<file path="src/rtl/cdb_wb_buffer_pkg.sv">
// Shared CDB constants for the write-back buffer: result/label widths and the
// "value already in register file" label.
package cdb_wb_buffer_pkg;
    localparam int CDB_DATA_W  = 32;
    localparam int CDB_LABEL_W = 4;
    localparam int NO_LABEL    = 0;
endpackage

</file>
<file path="src/rtl/cdb_wb_buffer_if.sv">
// Handshake bundle between a functional unit, its write-back buffer and the CDB.
// The functional unit and CDBHelper together form the master side; the buffer is the slave.
interface cdb_wb_buffer_if
    import cdb_wb_buffer_pkg::*;
#(
    parameter int DATA_W  = CDB_DATA_W,
    parameter int LABEL_W = CDB_LABEL_W
);
    logic               WEN;
    logic [DATA_W-1:0]  dataIn;
    logic [LABEL_W-1:0] labelIn;
    logic               isFull;
    logic               require;
    logic               requireAC;
    logic [DATA_W-1:0]  dataOut;
    logic [LABEL_W-1:0] labelOut;

    modport master (
        output WEN, dataIn, labelIn, requireAC,
        input  isFull, require, dataOut, labelOut
    );

    modport slave (
        input  WEN, dataIn, labelIn, requireAC,
        output isFull, require, dataOut, labelOut
    );
endinterface

</file>
<file path="src/rtl/cdb_wb_buffer_wb_fifo_mem.sv">
// Entry storage for the write-back buffer: DEPTH x WIDTH registers,
// synchronous write, asynchronous read.
module wb_fifo_mem #(
    parameter int DEPTH = 4,
    parameter int WIDTH = 36
) (
    input  logic                     clk,
    input  logic                     we,
    input  logic [$clog2(DEPTH)-1:0] waddr,
    input  logic [WIDTH-1:0]         wdata,
    input  logic [$clog2(DEPTH)-1:0] raddr,
    output logic [WIDTH-1:0]         rdata
);
    logic [DEPTH-1:0][WIDTH-1:0] mem;

    always_ff @(posedge clk) begin
        if (we) mem[waddr] <= wdata;
    end

    assign rdata = mem[raddr];
endmodule

</file>
<file path="src/rtl/cdb_wb_buffer.sv">
// Result write-back FIFO between one functional unit and the CDB arbiter.
// Optional CDB_WB_BYPASS_EN: an empty buffer forwards a push straight to the CDB outputs.
module cdb_wb_buffer
    import cdb_wb_buffer_pkg::*;
#(
    parameter int DEPTH   = 4,
    parameter int DATA_W  = CDB_DATA_W,
    parameter int LABEL_W = CDB_LABEL_W
) (
    input  logic                       clk,
    input  logic                       RST,
    cdb_wb_buffer_if.slave             bus,
    output logic [$clog2(DEPTH+1)-1:0] count,
    output logic                       overflow
);
    localparam int PTR_W = $clog2(DEPTH);
    localparam int CNT_W = $clog2(DEPTH+1);
    localparam int ENT_W = DATA_W + LABEL_W;

    logic [PTR_W-1:0] rdPtr, wrPtr;
    logic [ENT_W-1:0] headEntry;
    logic             validPush, storedReq, doPush, doPop;
    logic             bypassHit, bypassTake;

    assign validPush  = bus.WEN && (bus.labelIn != LABEL_W'(NO_LABEL));
    assign storedReq  = (count != '0);
    assign bus.isFull = (count == CNT_W'(DEPTH));

`ifdef CDB_WB_BYPASS_EN
    assign bypassHit  = validPush && !storedReq;
    // A bypassed result granted in the same cycle has already been broadcast.
    assign bypassTake = bypassHit && bus.requireAC;
`else
    assign bypassHit  = 1'b0;
    assign bypassTake = 1'b0;
`endif

    assign doPop  = storedReq && bus.requireAC;
    assign doPush = validPush && !bus.isFull && !bypassTake;

    assign bus.require  = storedReq || bypassHit;
    assign bus.dataOut  = storedReq ? headEntry[ENT_W-1:LABEL_W] :
                          bypassHit ? bus.dataIn : '0;
    assign bus.labelOut = storedReq ? headEntry[LABEL_W-1:0] :
                          bypassHit ? bus.labelIn : '0;

    always_ff @(posedge clk) begin
        if (RST) begin
            rdPtr    <= '0;
            wrPtr    <= '0;
            count    <= '0;
            overflow <= 1'b0;
        end else begin
            if (doPush) wrPtr <= wrPtr + PTR_W'(1);
            if (doPop)  rdPtr <= rdPtr + PTR_W'(1);
            if (doPush && !doPop)      count <= count + CNT_W'(1);
            else if (!doPush && doPop) count <= count - CNT_W'(1);
            // A full buffer refuses even when a pop frees a slot this cycle.
            if (validPush && bus.isFull) overflow <= 1'b1;
        end
    end

    wb_fifo_mem #(.DEPTH(DEPTH), .WIDTH(ENT_W)) uMem (
        .clk   (clk),
        .we    (doPush),
        .waddr (wrPtr),
        .wdata ({bus.dataIn, bus.labelIn}),
        .raddr (rdPtr),
        .rdata (headEntry)
    );
endmodule

</file>
<file path="src/flat_wrapper.sv">
// flat-port wrapper written by rule: the top's interface ports become plain ports
module cdb_wb_buffer_flat import cdb_wb_buffer_pkg::*;
#(
    parameter int DEPTH   = 4,
    parameter int DATA_W  = CDB_DATA_W,
    parameter int LABEL_W = CDB_LABEL_W
)
  (clk, RST, count, overflow, bus_WEN, bus_dataIn, bus_labelIn, bus_requireAC, bus_isFull, bus_require, bus_dataOut, bus_labelOut);
  cdb_wb_buffer_if #(.DATA_W(DATA_W), .LABEL_W(LABEL_W)) bus_i ();
  input  logic clk;
  input  logic RST;
  output logic [$clog2(DEPTH+1)-1:0] count;
  output logic overflow;
  input wire logic [$bits(bus_i.WEN)-1:0] bus_WEN;
  input wire logic [$bits(bus_i.dataIn)-1:0] bus_dataIn;
  input wire logic [$bits(bus_i.labelIn)-1:0] bus_labelIn;
  input wire logic [$bits(bus_i.requireAC)-1:0] bus_requireAC;
  output wire logic [$bits(bus_i.isFull)-1:0] bus_isFull;
  output wire logic [$bits(bus_i.require)-1:0] bus_require;
  output wire logic [$bits(bus_i.dataOut)-1:0] bus_dataOut;
  output wire logic [$bits(bus_i.labelOut)-1:0] bus_labelOut;
  assign bus_i.WEN = bus_WEN;
  assign bus_i.dataIn = bus_dataIn;
  assign bus_i.labelIn = bus_labelIn;
  assign bus_i.requireAC = bus_requireAC;
  assign bus_isFull = bus_i.isFull;
  assign bus_require = bus_i.require;
  assign bus_dataOut = bus_i.dataOut;
  assign bus_labelOut = bus_i.labelOut;
  cdb_wb_buffer #(.DEPTH(DEPTH), .DATA_W(DATA_W), .LABEL_W(LABEL_W)) u_core (.clk(clk), .RST(RST), .bus(bus_i), .count(count), .overflow(overflow));
endmodule
</file>
<file path="config.mk">
export PLATFORM = sky130hd
export DESIGN_NAME = cdb_wb_buffer_flat
export DESIGN_NICKNAME = d
export VERILOG_FILES = /design/src/rtl/cdb_wb_buffer_pkg.sv /design/src/rtl/cdb_wb_buffer_if.sv /design/src/rtl/cdb_wb_buffer_wb_fifo_mem.sv /design/src/rtl/cdb_wb_buffer.sv /design/src/flat_wrapper.sv
export SDC_FILE = /design/constraint.sdc
export NUM_CORES = 1
export LEC_CHECK = 0
export ABC_AREA = 0
export CAP_MARGIN = 10
export CORE_ASPECT_RATIO = 0.75
export CORE_MARGIN = 1
export CORE_UTILIZATION = 41
export DETAILED_ROUTE_END_ITERATION = 16
export PLACE_DENSITY = 0.77
export SYNTH_ARGS = -nofsm -noshare
export SYNTH_HDL_FRONTEND = slang
export SYNTH_SLANG_ARGS = --single-unit
</file>
<file path="constraint.sdc">
create_clock -name clk -period 2.1 [get_ports clk]
set_input_delay 0.315 -clock clk [delete_from_list [all_inputs] [get_ports clk]]
set_output_delay 0.315 -clock clk [all_outputs]
set_load 0.01 [all_outputs]
</file>
Word level (Yosys, flattened, before mapping)
Cells that the tools add are included.
- reduce and logical (&&, ||, !) cells: 13
- equal/unequal tests: 1
- add/subtract/negate cells: 4
- muxes and demuxes: 9
- magnitude comparators: 3
- operators with widths (operator ; count):
    144-bit bitwise mux ; 1
    36-bit binary-select mux with 2-bit select ; 1
    36-bit demux with 2-bit select ; 1
    36-bit two-way mux ; 2
    32-bit two-way mux ; 1
    1-bit logical AND ; 7
    2-bit by 3-bit less-than comparator with 1-bit output, second input constant ; 2
    3-bit two-way mux ; 2
    2-bit by 1-bit adder with 2-bit output, second input constant ; 2
    4-bit two-way mux ; 1
    4-bit nonzero test ; 1
    3-bit by 1-bit adder with 3-bit output, second input constant ; 1
    3-bit equality test, second input constant ; 1
    1-bit logical NOT ; 3
    3-bit nonzero test ; 1
    3-bit by 1-bit subtractor with 3-bit output, second input constant ; 1
    2-bit by 1-bit >= comparator with 1-bit output, second input constant ; 1
    2-bit nonzero test ; 1
- flip-flop bits (word level): 152
- word-level logic and storage cells: 38
- bits of input ports: 40
- output and inout port bits: 42

Logic depth before layout (Yosys ltp)
- word-level depth: 7
- depth in mapped cells: 8
- gate-level depth less buffers: 8

Hierarchy
A second synthesis with hierarchy kept.
- cells, all modules: 272
- area total of the unflattened synthesis: 5938.2 um2
- modules (own cells, without submodules) (module ; area an instance (um2) ; times used ; cells each ; sequential area each (um2)):
    wb_fifo_mem ; 5280.1 ; 1 ; 192 ; 4324.1
    cdb_wb_buffer ; 658.1 ; 1 ; 80 ; 160.2

Worst setup path after synthesis
Ideal clock, no wire load.
- path type: flip-flop to flip-flop
- start point: register u_core.count[0]
- end point: register u_core.uMem.mem[0] (netlist bit), enable pin
- cell stages (with the launch flop): 4
- data arrival time: 1.836 ns
- clock period less this slack: 2.233 ns
- library setup time: 0.397 ns
- slack: -0.133 ns
- buffers on the path: 0
- required time: 1.703 ns
- cell sequence: dfxtp_1 nor3b_2 nor2_1 and2_1
- cells in the longest elaborated chain, start to end: 3
- ends and longest elaborated chain (item ; line ; RTL):
    from (decl) ; cdb_wb_buffer.sv:13 ; output logic [$clog2(DEPTH+1)-1:0] count,
    from (signal assigned) ; cdb_wb_buffer.sv:56 ; if (doPush && !doPop) count <= count + CNT_W'(1);
    from (signal assigned) ; cdb_wb_buffer.sv:57 ; else if (!doPush && doPop) count <= count - CNT_W'(1);
    3-bit equality test ; cdb_wb_buffer.sv:27 ; assign bus.isFull = (count == CNT_W'(DEPTH));
    net bus_isFull ; flat_wrapper.sv:18 ; output wire logic [$bits(bus_i.isFull)-1:0] bus_isFull;
    1-bit logical NOT ; cdb_wb_buffer.sv:39 ; assign doPush = validPush && !bus.isFull && !bypassTake;
    1-bit logical AND ; cdb_wb_buffer.sv:39 ;
    net u_core.doPush ; cdb_wb_buffer.sv:22 ; logic validPush, storedReq, doPush, doPop;
    to (signal, indexed assignment) ; cdb_wb_buffer_wb_fifo_mem.sv:17 ; if (we) mem[waddr] <= wdata;
    to (decl) ; cdb_wb_buffer_wb_fifo_mem.sv:14 ; logic [DEPTH-1:0][WIDTH-1:0] mem;
The timed path passes the listed nets, and every way through them passes these cells.
A chain may end at the register's enable or synchronous reset.

Worst setup path in the final report
- start point: register u_core.rdPtr[0]
- end point: output bus_dataOut[20]
- cells in the longest elaborated chain, start to end: 3
- ends and longest elaborated chain (item ; line ; RTL):
    from (decl) ; cdb_wb_buffer.sv:20 ; logic [PTR_W-1:0] rdPtr, wrPtr;
    from (signal assigned) ; cdb_wb_buffer.sv:55 ; if (doPop) rdPtr <= rdPtr + PTR_W'(1);
    36-bit binary-select mux with 2-bit select ; cdb_wb_buffer_wb_fifo_mem.sv:20 ; assign rdata = mem[raddr];
    36-bit two-way mux (implied by the code) ; cdb_wb_buffer_wb_fifo_mem.sv:20 ;
    32-bit two-way mux ; cdb_wb_buffer.sv:42 ; assign bus.dataOut = storedReq ? headEntry[ENT_W-1:LABEL_W] :
    to (decl) ; flat_wrapper.sv:20 ; output wire logic [$bits(bus_i.dataOut)-1:0] bus_dataOut;
No other way between the ends. The select of a mux whose other input is x is not followed.

==> results.md <==
* Clk root buf: clkbuf_16
* Cell variety after synth at 28
* Die X at 141 µm
* Met1 Use GR at 0.227
* Die Y at 106 µm
* Register area share after synthesis at 0.759
* P per Cell Area at 1260 nW/µm²
* Mapped Avg Cell Area at 21.4 µm²
* Req. time, crit path at 1780 ps
* Ys Warns at 0
* Area Growth Syn to Fin at 33.9%
* Row Count at 37
* Non-Filler Instances at 591
* Post-DP HPWL at 6.72 mm
* TritonCTS clock tree: built
* CP Capture Type: output port
* ANT nets after route at 0
* GPL Wtd Cong at 0.745
* Post-placement cell count at 549
* IO buf count at 81
* Routed len/inst at 19.2 µm
* Final setup margin at -13.3 ps
* Detailed-route DRC error count at 0
* Worst-path clk slew at 60 ps
* Capturing point of the worst reg2reg path: u_core.count[2]
* Hold path cells at 2
* Number of synthesized flops with an enable pin at 144
* Hold_sp: u_core.overflow
* Cell taking the most area after synthesis: edfxtp_1
* Hold Path End: u_core.overflow
* Fill count at 1063
* Num CTS Buffers at 17
* Reg2reg path depth at 8
* Worst skew pair latency at 410 ps
* Fmax achieved at 0.473 GHz
* Ys async rst share at 0
* Final Hold Vio Count at 0
* RSZ-0062 raised after global routing: yes
* #FFs+latches synth at 152
* Pleak at 2.76 nW
* # IOs at 82
* Failing checks: setup timing
* Area share of the largest cell type after synthesis at 0.731
* Run status: finished, violations left
* Tcrit/Tclk final at 1.01
* Clock Sink Count at 152
* Total gr overflow at 0
* Crit start category: flip-flop
* Synth top area cells: edfxtp_1 73%, mux4_2 14%, nor2b_1 3.1%, dfxtp_1 2.7%, ha_1 1.1%
* Worst hold path class: flip-flop to flip-flop
* GR Util met3 at 0.0505
* Cells after Synth at 276
* Most Crowded Layer GR: met2
* First-pass GRT wire length at 17.4 mm
* Maximum level of the CTS H-tree at 4
* CTS Buffer Depth at 2
* # setup viols final at 4
* Initial antenna violation count at 0
* DR pass1 iterations at 4
* Via density at 5.10
* Largest net degree at the start of global routing at 23
* Met2 Usage GRT at 0.250
* Nets at 449
* Total GRT Usage at 0.163
* Initial cell density of the core at 0.426
* Max Slew Vio Count at 0
* Slew @ Worst Pin at 391 ps
* Post-layout min period at 2110 ps
* Maximum VDD drop at 682 µV
* DR vias at 3013
* WL final at 11.4 mm
* Pre-CTS setup slack at -355 ps
* Worst-path maximum fanout at 7
* Reg2reg setup slack at 140 ps
* Mapped cell area at 5910 µm²
* Ant. Diodes at 0
* Max-cap viol count at 0
* Die area at 14900 µm²
* Drt first-iter violations at 233
* R2R Path Start: u_core.count[2]
* Crit path from: u_core.rdPtr[0]
* Arrival time at the worst endpoint at 1800 ps
* Ys flop type: edfxtp_1
* Vias in the first global route at 3164
* Layout cell share with drive strength beyond 1 at 0.387
* Setup Skew at 5.63 ps
* Syn nets at 322
* WS Path Type: flip-flop to output port
* Relative slew slack at 0.736
* Area of the core at 13900 µm²
[state kept, by name, indices dropped and copies added (netlist names)]
signal,count
u_core.count,3
u_core.overflow,1
u_core.rdPtr,2
u_core.uMem.mem,144
u_core.wrPtr,2
[how the worst max path moves through the flow]
| stage | slack [ps] | cells after the start | to |
|---|---|---|---|
| finish | -10 | 4 | bus_dataOut[20] |
| global route | -100 | 4 | bus_dataOut[10] |
| CTS | -100 | 5 | bus_labelOut[0] |
| detailed placement | -360 | 9 | u_core.count[2] |
| global placement | -230 | 9 | u_core.count[2] |
| floorplan | 4 | 8 | u_core.count[2] |
[kinds of logic after synthesis]
| group | after synthesis | share of synthesized area |
|---|---|---|
| adders and majority gates | 6 | 0.0140 |
| and+or+nand+nor | 52 | 0.0565 |
| xor gates and xnor gates | 4 | 0.00593 |
| buffers and inverters | 16 | 0.0154 |
| muxes | 37 | 0.139 |
| AOI/OAI and AO/OA | 9 | 0.0108 |
| DFF | 152 | 0.759 |
[Yosys cell counts, types with 2 or more instances]
cell type,instances
a21oi_1,2
o21ai_0,2
nor2b_1,29
or3_1,2
nor2_1,6
xor2_1,4
ha_1,5
clkbuf_1,4
and2_1,4
buf_6,3
dfxtp_1,8
buf_2,4
mux4_2,36
and2b_1,7
inv_1,4
edfxtp_1,144
[critical path, cell delays in order, from the launching register on]
cell and delay [ps]:
dfxtp_4 420, buf_12 160, mux4_2 500, and2b_1 170
buf_2 130
[final cells by class]
| cell class | count | area, µm² | area share |
|---|---|---|---|
| flip-flops and latches | 152 | 4500 | 0.568 |
| multi-input cells | 108 | 1410 | 0.179 |
| repair buffers | 120 | 1170 | 0.147 |
| clock buffers | 26 | 519 | 0.0656 |
| well taps | 175 | 219 | 0.0277 |
| clock inverters | 6 | 86.3 | 0.0109 |
| inverters | 4 | 15.0 | 0.00190 |
[stage by stage]
stage | hold slack [ps] | total power, mW | utilization | area [µm²] | setup TNS [ps]
after global placement | 459 | 6.86 | 0.523 | 7260 | -6370
after global routing | 524 | 10.5 | 0.570 | 7920 | -2290
after CTS | 498 | 10.0 | 0.566 | 7860 | -2100
final | 494 | 10.0 | 0.570 | 7920 | -38.2
after floorplan | 414 | 5.39 | - | 5920 | 0
after detailed placement | 477 | 6.91 | 0.523 | 7260 | -22740
[placed cells by master (no fill, tap or decap), types with 3 or more instances in the layout]
cell	Yosys	final
dfxtp_1	8	3
ha_1	5	5
nor2b_1	29	23
and2_2	0	4
inv_1	4	4
mux4_2	36	36
clkbuf_16	0	17
and2b_1	7	7
dfxtp_4	0	3
clkdlybuf4s50_1	0	45
buf_6	3	9
clkbuf_8	0	6
buf_2	4	30
nor2b_4	0	6
buf_12	0	13
nor2_1	6	6
clkbuf_1	4	3
buf_4	1	21
xor2_1	4	4
edfxtp_1	144	144
[repair_timing]
item                       CTS  global route
cloned                       3             0
setup buffers                7             5
pin swaps                    1             1
gates resized for setup    154            25
hold endpoints to repair     0             0
setup endpoints to repair   38            37
hold buffers                 0             0
[power by group]
group / internal [mW] / switching (mW) / total (mW)
Sequential: 3.64 / 0.149 / 3.79
Combinational: 1.80 / 1.40 / 3.19
Clock: 1.94 / 1.09 / 3.03
[per-layer routing]
| metal | share of wire | wire [µm] |
|---|---|---|
| met5 | 0 | 0 |
| met4 | 0.0065 | 74 |
| met2 | 0.48 | 5450 |
| met1 | 0.46 | 5230 |
| met3 | 0.053 | 596 |
Power figures use the tool's default switching activity.
